===== config.mk =====
export PLATFORM = sky130hd
export DESIGN_NAME = regfile_wr_arbiter
export DESIGN_NICKNAME = d
export VERILOG_FILES = /design/src/rtl/regfile_wr_arbiter.sv
export SDC_FILE = /design/constraint.sdc
export NUM_CORES = 1
export LEC_CHECK = 0
export ABC_AREA = 1
export CORE_ASPECT_RATIO = 1.25
export CORE_MARGIN = 2
export CORE_UTILIZATION = 35
export DETAILED_ROUTE_END_ITERATION = 8
export HOLD_SLACK_MARGIN = 0.1
export PLACE_DENSITY = 0.74
export RECOVER_POWER = 25
export SLEW_MARGIN = 10
export SYNTH_ARGS = -nofsm -noshare
export SYNTH_HDL_FRONTEND = slang
export SYNTH_SLANG_ARGS = --single-unit

===== constraint.sdc =====
create_clock -name clk_i -period 3.6 [get_ports clk_i]
set_clock_uncertainty 0.2 [all_clocks]
set_input_delay 0.54 -clock clk_i [delete_from_list [all_inputs] [get_ports clk_i]]
set_output_delay 0.54 -clock clk_i [all_outputs]
set_load 0.01 [all_outputs]

===== src/rtl/regfile_wr_arbiter.sv =====
// Round-robin write-port arbiter for the 16-entry register file, sharing one
// decoder/write path among four requesters, plus a hardware clear sweep.
module regfile_wr_arbiter #(
  parameter int DW = 16
) (
  input  logic          clk_i,
  input  logic          reset_i,
  input  logic [3:0]    req_i,
  input  logic [3:0]    addr0_i,
  input  logic [3:0]    addr1_i,
  input  logic [3:0]    addr2_i,
  input  logic [3:0]    addr3_i,
  input  logic [DW-1:0] data0_i,
  input  logic [DW-1:0] data1_i,
  input  logic [DW-1:0] data2_i,
  input  logic [DW-1:0] data3_i,
  input  logic          clr_start_i,
  output logic [3:0]    gnt_o,
  output logic [3:0]    dec_in_o,
  output logic          dec_load_o,
  output logic [DW-1:0] wr_data_o,
  output logic          busy_o,
  output logic          clr_done_o
);

  typedef enum logic {IDLE, CLEAR} state_t;

  state_t        state_q, state_d;
  logic [1:0]    ptr_q, ptr_d;
  logic [3:0]    cnt_q, cnt_d;
  logic [3:0]    gnt_q, gnt_d;
  logic [3:0]    dec_in_q, dec_in_d;
  logic          dec_load_q, dec_load_d;
  logic [DW-1:0] wr_data_q, wr_data_d;
  logic          busy_q, busy_d;
  logic          clr_done_q, clr_done_d;

  logic [3:0]    eligible;
  logic          found;
  logic [1:0]    pick;
  logic [1:0]    idx;
  logic          arb;
  logic [3:0]    addr_sel;
  logic [DW-1:0] data_sel;

  // The registered grant doubles as the one-cycle mask against re-granting a held request.
  assign eligible = req_i & ~gnt_q;

  always_comb begin
    found = 1'b0;
    pick  = 2'd0;
    idx   = 2'd0;
    for (int k = 0; k < 4; k++) begin
      idx = ptr_q + 2'(k);
      if (!found && eligible[idx]) begin
        found = 1'b1;
        pick  = idx;
      end
    end
  end

  always_comb begin
    addr_sel = addr0_i;
    data_sel = data0_i;
    case (pick)
      2'd0: begin addr_sel = addr0_i; data_sel = data0_i; end
      2'd1: begin addr_sel = addr1_i; data_sel = data1_i; end
      2'd2: begin addr_sel = addr2_i; data_sel = data2_i; end
      default: begin addr_sel = addr3_i; data_sel = data3_i; end
    endcase
  end

  // The last sweep cycle also arbitrates, so a waiting requester is granted as busy falls.
  assign arb = ((state_q == IDLE) && !clr_start_i) ||
               ((state_q == CLEAR) && (cnt_q == 4'd15));

  always_comb begin
    state_d    = state_q;
    ptr_d      = ptr_q;
    cnt_d      = cnt_q;
    gnt_d      = 4'b0000;
    dec_in_d   = dec_in_q;
    dec_load_d = 1'b0;
    wr_data_d  = wr_data_q;
    busy_d     = 1'b0;
    clr_done_d = 1'b0;

    case (state_q)
      IDLE: begin
        if (clr_start_i) begin
          state_d    = CLEAR;
          cnt_d      = 4'd0;
          dec_in_d   = 4'd0;
          wr_data_d  = '0;
          dec_load_d = 1'b1;
          busy_d     = 1'b1;
        end
      end
      CLEAR: begin
        if (cnt_q == 4'd15) begin
          state_d = IDLE;
        end else begin
          cnt_d      = cnt_q + 4'd1;
          dec_in_d   = cnt_q + 4'd1;
          wr_data_d  = '0;
          dec_load_d = 1'b1;
          busy_d     = 1'b1;
          clr_done_d = (cnt_q == 4'd14);
        end
      end
      default: state_d = IDLE;
    endcase

    if (arb && found) begin
      gnt_d      = 4'b0001 << pick;
      dec_in_d   = addr_sel;
      wr_data_d  = data_sel;
      dec_load_d = 1'b1;
      ptr_d      = pick + 2'd1;
    end
  end

  always_ff @(posedge clk_i) begin
    if (reset_i) begin
      state_q    <= IDLE;
      ptr_q      <= 2'd0;
      cnt_q      <= 4'd0;
      gnt_q      <= 4'b0000;
      dec_in_q   <= 4'd0;
      dec_load_q <= 1'b0;
      wr_data_q  <= '0;
      busy_q     <= 1'b0;
      clr_done_q <= 1'b0;
    end else begin
      state_q    <= state_d;
      ptr_q      <= ptr_d;
      cnt_q      <= cnt_d;
      gnt_q      <= gnt_d;
      dec_in_q   <= dec_in_d;
      dec_load_q <= dec_load_d;
      wr_data_q  <= wr_data_d;
      busy_q     <= busy_d;
      clr_done_q <= clr_done_d;
    end
  end

  assign gnt_o      = gnt_q;
  assign dec_in_o   = dec_in_q;
  assign dec_load_o = dec_load_q;
  assign wr_data_o  = wr_data_q;
  assign busy_o     = busy_q;
  assign clr_done_o = clr_done_q;

endmodule


==> results.json, run 1 <==
{
  "finalHoldViolCount": 0,
  "insertion_delay_ps": 270,
  "rrSetupSlack_ps": 580,
  "ctsResizeCount": 0,
  "setup.worst_path.end": "wr_data_o[10]$_SDFFE_PP0P_",
  "io_buffers": 113,
  "track_usage_pct": 19.8,
  "synthToLayoutAreaGrowth_pct": 59.2,
  "firstDrtPassIters": 4,
  "antenna_found_initial": 0,
  "htree_levels": 2,
  "mostFrequentLayoutCell": "clkdlybuf4s50_1",
  "diodes": 0,
  "cts-hold-fix-buffers": 0,
  "drc_errors": 0,
  "finalMaxSlewViolations": 0,
  "peakVddDrop_mv": 0.397,
  "fp.dieW_um": 74.0,
  "r2r_start": "ptr_q[0]$_SDFFE_PP0P_",
  "yosysTopAreaCell": "dfxtp_1",
  "cp_max_fo": 25,
  "hold_path_class": "reg2reg",
  "synth_top_area_share_pct": 30.8,
  "status": "complete, no violations",
  "min_period_ps": 3140,
  "cp_data_required_time_ps": 3560,
  "cts_buffers": 5,
  "ios": 114,
  "ys_warn_count": 0,
  "p_leak_nw": 1.48,
  "syn_area_mm2": 0.00214,
  "startpoint_type": "input port",
  "drv_cap": 0,
  "die_y_um": 91.5,
  "wl_mm": 6.49,
  "clock-sinks": 33,
  "grt_max_degree": 26,
  "ant_nets": 0,
  "ys_ff_latch": 33,
  "synthTopCellsByArea": "dfxtp_1 (31%), nand2_1 (14%), nand3_1 (8.2%), a22o_1 (6.1%), nand3_2 (5.1%)",
  "routedWlPerCell_um": 13.2,
  "worst_pin_slew_ps": 468,
  "core-area_mm2": 0.00586,
  "grt_pass1_vias": 2420,
  "initial_core_util_pct": 36.6,
  "period_share_pct": 87.1,
  "globalplace.congestion": 0.836,
  "yosysUniqueCellTypes": 32,
  "synth-seq-area-share_pct": 30.8,
  "drt-initial-drc-count": 82,
  "hold_ws_ps": 269,
  "synth_edf_count": 0,
  "r2r-end": "wr_data_o[10]$_SDFFE_PP0P_",
  "die_area_mm2": 0.00677,
  "synth_nets": 393,
  "path_class": "in2reg",
  "async_reset_ff_share_pct": 0,
  "final_cell_mix": "clkdlybuf4s50_1 (99), nand2_1 (82), nand3_1 (35), dfxtp_1 (33), nor2_1 (20)",
  "layout.nets": 503,
  "grt_pass1_wl_mm": 10.6,
  "drive_gt1_share_pct": 12.0,
  "cp.arrival_ps": 3100,
  "syn_area_per_cell_um2": 7.15,
  "slew_headroom_pct": 68.8,
  "ys.flop_type": "dfxtp_1",
  "fmax_mhz": 319,
  "cts_tree": "done",
  "critPathLaunch": "req_i[3]",
  "rsz0062_at_grt": "no",
  "finalSetupViolCount": 0,
  "tns_ps": 0,
  "end_kind": "flip-flop",
  "dpl.hpwl_mm": 5.30,
  "post_cts_buffers": 0,
  "root_buffer": "clkbuf_8",
  "power_density_mw_per_mm2": 876,
  "ctsLongestPathBuffers": 2,
  "grt.overflow.total": 0,
  "via_count": 2447,
  "worst_r2r_path_depth": 13,
  "fill_cells": 590,
  "via_per_inst": 4.97,
  "clkTransAtPathRegs_ps": 60,
  "rows": 31,
  "synthesis.instances": 300
}
critical path: stages:
cell             delay (ps)
clkdlybuf4s50_1         480
nand3_1                 130
nand3_1                 120
nand2_1                 120
nand3_4                 150
nand2_1                  60
nand2_1                  50
nand2_1                  80
nor2_2                  190
ha_1                    300
clkinv_1                260
buf_4                   290
o22ai_1                 240
o21ai_2                  80
Yosys cell counts (9+ instances only):
cell	count
o21ai_0	9
nor2_1	20
dfxtp_1	33
a22o_1	15
o21ai_2	10
o22ai_1	15
inv_1	12
nand3_1	35
nand3_2	11
clkbuf_1	10
a21oi_1	10
nand2_1	82
cells by family (layout without fill, tap and decap cells):
group,count (synthesis),count (layout),share of synthesized area (%)
compound gates,65,65,21.0
fa+ha+maj,6,6,3.50
buf+inv,34,144,7.82
flops,33,33,30.8
simple gates,162,162,36.9
flip-flops by register name, summed over array words and instances (netlist names):
| register | flops |
|---|---|
| busy_o | 1 |
| clr_done_o | 1 |
| ptr_q | 2 |
| wr_data_o | 16 |
| dec_load_o | 1 |
| dec_in_o | 4 |
| gnt_o | 4 |
| cnt_q | 4 |
layout make-up:
class	count	area (um^2)	share of cell area [%]
Tap cell	82	103	3.00
Sequential cell	33	661	19.3
Clock buffer	7	86.3	2.53
Multi-Input combinational cell	233	1320	38.5
Timing Repair Buffer	119	1180	34.4
Inverter	18	72.6	2.13
power by group:
| part | internal (W) | leakage, nW | total (W) | switching [W] |
|---|---|---|---|---|
| combinational | 0.000933 | 1.16 | 0.00211 | 0.00118 |
| clock | 0.000152 | 0.0443 | 0.000276 | 0.000125 |
| sequential | 0.000507 | 0.270 | 0.000602 | 0.0000951 |
routing by layer:
layer	GRT usage [%]	vias up	part of all wire [%]
li1	-	1247	-
met1	20.9	1099	39
met2	36.8	87	52
met3	4.77	14	6.5
met4	6.67	0	2.3
met5	0	-	0
metrics by stage:
| stage | worst slack [ps] | instance area, um^2 | util, % | instances | power (W) |
|---|---|---|---|---|---|
| after floorplan | 1020 | 2140 | - | 300 | 0.00204 |
| after detailed placement | 188 | 3330 | 56.8 | 485 | 0.00277 |
| final | 463 | 3410 | 58.3 | 492 | 0.00299 |
| after global routing | 224 | 3410 | 58.3 | 492 | 0.00326 |
| after CTS | 476 | 3410 | 58.3 | 492 | 0.00305 |
| after global placement | 329 | 3330 | 56.8 | 485 | 0.00272 |
worst min path at each step:
stage	slack (ps)	to	depth (start not counted)	startpoint
after floorplan	260	cnt_q[3]$_SDFFE_PP0P_	2	cnt_q[3]$_SDFFE_PP0P_
after global placement	260	wr_data_o[7]$_SDFFE_PP0P_	2	wr_data_o[7]$_SDFFE_PP0P_
after detailed placement	270	wr_data_o[8]$_SDFFE_PP0P_	2	wr_data_o[8]$_SDFFE_PP0P_
after CTS	280	wr_data_o[8]$_SDFFE_PP0P_	2	wr_data_o[8]$_SDFFE_PP0P_
after global routing	300	wr_data_o[10]$_SDFFE_PP0P_	2	wr_data_o[10]$_SDFFE_PP0P_
final	270	wr_data_o[8]$_SDFFE_PP0P_	2	wr_data_o[8]$_SDFFE_PP0P_
No activity file was read; power rests on OpenSTA's default activity.
==> run 2, diff against run 1 <==
--- a/config.mk
+++ b/config.mk
@@ -13,6 +13,7 @@
 export HOLD_SLACK_MARGIN = 0.1
 export PLACE_DENSITY = 0.74
 export RECOVER_POWER = 25
+export SKIP_CTS_REPAIR_TIMING = 1
 export SLEW_MARGIN = 10
 export SYNTH_ARGS = -nofsm -noshare
 export SYNTH_HDL_FRONTEND = slang
==> results of run 2 <==
Same layout as run 1: the final DEF is identical, and so are final timing and power.
==> run 3, diff against run 2 <==
--- a/config.mk
+++ b/config.mk
@@ -8,13 +8,14 @@
 export ABC_AREA = 1
 export CORE_ASPECT_RATIO = 1.25
 export CORE_MARGIN = 2
-export CORE_UTILIZATION = 35
+export CORE_UTILIZATION = 41
+export CTS_BUF_LIST = sky130_fd_sc_hd__clkbuf_4
 export DETAILED_ROUTE_END_ITERATION = 8
 export HOLD_SLACK_MARGIN = 0.1
-export PLACE_DENSITY = 0.74
+export PLACE_DENSITY = 0.84
 export RECOVER_POWER = 25
 export SKIP_CTS_REPAIR_TIMING = 1
-export SLEW_MARGIN = 10
+export SLEW_MARGIN = 25
 export SYNTH_ARGS = -nofsm -noshare
 export SYNTH_HDL_FRONTEND = slang
 export SYNTH_SLANG_ARGS = --single-unit
==> run 3 against run 2 <==
Setup slack improved by 110 ps. First-iteration DRC count rose by 98%. Combinational power about the same. Hold slack improved by 18 ps. Clock power fell by 29%. Global-route usage is 5.2 points higher. Core utilization up 8.2 points. Clock-buffer cell count fell by 1. Critical path type unchanged.
==> results.json, run 3 (same netlist as run 1, synthesis figures left out) <==
{
  "status": "complete, no violations",
  "cp_max_fo": 12,
  "peakVddDrop_mv": 0.502,
  "diodes": 0,
  "initial_core_util_pct": 42.5,
  "p_comb_share_pct": 72.6,
  "fin_area_mm2": 0.00335,
  "dpl.hpwl_mm": 5.55,
  "root_buffer": "clkbuf_4",
  "dp_cells": 465,
  "instances_no_fill": 472,
  "use_met3_pct": 7.69,
  "swShare_pct": 48.3,
  "ctsLongestPathBuffers": 2,
  "largest_register_ffs": 16,
  "drv_cap": 0,
  "clkTransAtPathRegs_ps": 100,
  "insertion_delay_ps": 330,
  "fmax_mhz": 331,
  "holdPathStages": 2,
  "power_w": 0.00295,
  "cts_buffers": 5,
  "grt_pass1_wl_mm": 11.2,
  "finalHoldViolCount": 0,
  "p_leak_nw": 1.46,
  "ant_nets": 0,
  "hold_end": "wr_data_o[8]$_SDFFE_PP0P_",
  "r2r-end": "dec_in_o[2]$_SDFFE_PP0P_",
  "cp_data_required_time_ps": 3670,
  "via_per_inst": 5.30,
  "min_from": "wr_data_o[8]$_SDFFE_PP0P_",
  "routedWlPerCell_um": 14.2,
  "io_buffers": 113,
  "internal_power_w": 0.00152,
  "die_y_um": 84.9,
  "path_class": "in2reg",
  "end_kind": "flip-flop",
  "wl_mm": 6.73,
  "grt_pass1_vias": 2524,
  "synthToLayoutAreaGrowth_pct": 56.3,
  "hold_path_class": "reg2reg",
  "min_period_ps": 3020,
  "placed_area_mm2": 0.00330,
  "use_met1_pct": 29.2,
  "grt.overflow.total": 0,
  "mostFrequentLayoutCell": "clkdlybuf4s50_1",
  "finalMaxSlewViolations": 0,
  "p_seq_share_pct": 20.8,
  "rsz0062_at_grt": "no",
  "ios": 114,
  "drc_errors": 0,
  "layout.nets": 503,
  "track_usage_pct": 25.0,
  "worst_r2r_path_depth": 16,
  "switchingPower_w": 0.00143,
  "grt_max_degree": 19,
  "startpoint_type": "input port",
  "htree_levels": 2,
  "drt-initial-drc-count": 162,
  "firstDrtPassIters": 5,
  "via_count": 2503,
  "seqCellArea_um2": 661,
  "finalSetupViolCount": 0,
  "clkPwrFrac_pct": 6.6,
  "rows": 29,
  "tns_ps": 0,
  "fp.dieW_um": 68.7,
  "power_density_mw_per_mm2": 880,
  "antenna_found_initial": 0,
  "r2r_start": "ptr_q[0]$_SDFFE_PP0P_",
  "drive_gt1_share_pct": 12.0,
  "final_cell_mix": "clkdlybuf4s50_1 (100), nand2_1 (82), nand3_1 (35), dfxtp_1 (33), nor2_1 (20)",
  "grt.busiest_layer": "met2",
  "cts_tree": "done",
  "slew_headroom_pct": 66.9,
  "period_share_pct": 84.0,
  "globalplace.congestion": 0.828,
  "clock-sinks": 33,
  "core-area_mm2": 0.00504,
  "worst_pin_slew_ps": 496,
  "multi_input_area_mm2": 0.00132,
  "cp.arrival_ps": 3100,
  "rrSetupSlack_ps": 620,
  "die_area_mm2": 0.00583,
  "fill_cells": 420,
  "use_met2_pct": 43.0
}
[run 3: layer usage]
metal / wire length, um / share of wire [%] / vias up
met5: 0 / 0 / -
met1: 2550 / 38 / 1146
met4: 59 / 0.88 / 0
li1: - / - / 1244
met2: 3550 / 53 / 107
met3: 565 / 8.4 / 6
[run 3: critical path, cell delays in order]
cell and delay, ps:
clkdlybuf4s50_1 490, nand3_1 140, nand2_1 130, nand2_1 60
nand2_1 80, nand2_1 80, nand2_1 70, nand2_1 40
nand2_1 100, nor2_2 70, inv_2 80, ha_1 440
buf_4 260, nand2_1 70, a31oi_1 250, nor2_1 90
nor2_1 100
[run 3: worst max path at each step]
stage	from	endpoint	slack, ps	cells after the start
after global placement	req_i[3]	dec_in_o[2]$_SDFFE_PP0P_	300	16
final	req_i[2]	dec_in_o[2]$_SDFFE_PP0P_	580	17
after floorplan	req_i[3]	wr_data_o[0]$_SDFFE_PP0P_	1020	16
after global routing	req_i[3]	dec_in_o[2]$_SDFFE_PP0P_	320	15
after CTS	req_i[3]	wr_data_o[7]$_SDFFE_PP0P_	590	15
after detailed placement	req_i[3]	wr_data_o[10]$_SDFFE_PP0P_	240	15
[run 3: per-stage QoR]
step | setup slack, ps | hold WS, ps | util, %
final | 576 | 287 | 66.5
after global routing | 317 | 307 | 66.5
after CTS | 593 | 286 | 66.5
after detailed placement | 244 | 270 | 65.5
after global placement | 304 | 259 | 65.5
after floorplan | 1020 | 258 | -
[run 3: final cells by class]
type	instances	area share (%)
Timing Repair Buffer	119	35.1
Tap cell	62	2.31
Inverter	18	2.16
Clock buffer	6	1.34
Clock inverter	1	0.112
Sequential cell	33	19.7
Multi-Input combinational cell	233	39.3
[run 3: power by group through the flow]
stage	clock network (W)	logic [W]	registers, W
6_report	0.000196	0.00214	0.000612
3_3_place_gp	0	0.00210	0.000622
3_5_place_dp	0	0.00215	0.000623
2_1_floorplan	0	0.00139	0.000655
4_1_cts	0.000198	0.00216	0.000615
5_1_grt	0.000213	0.00236	0.000629
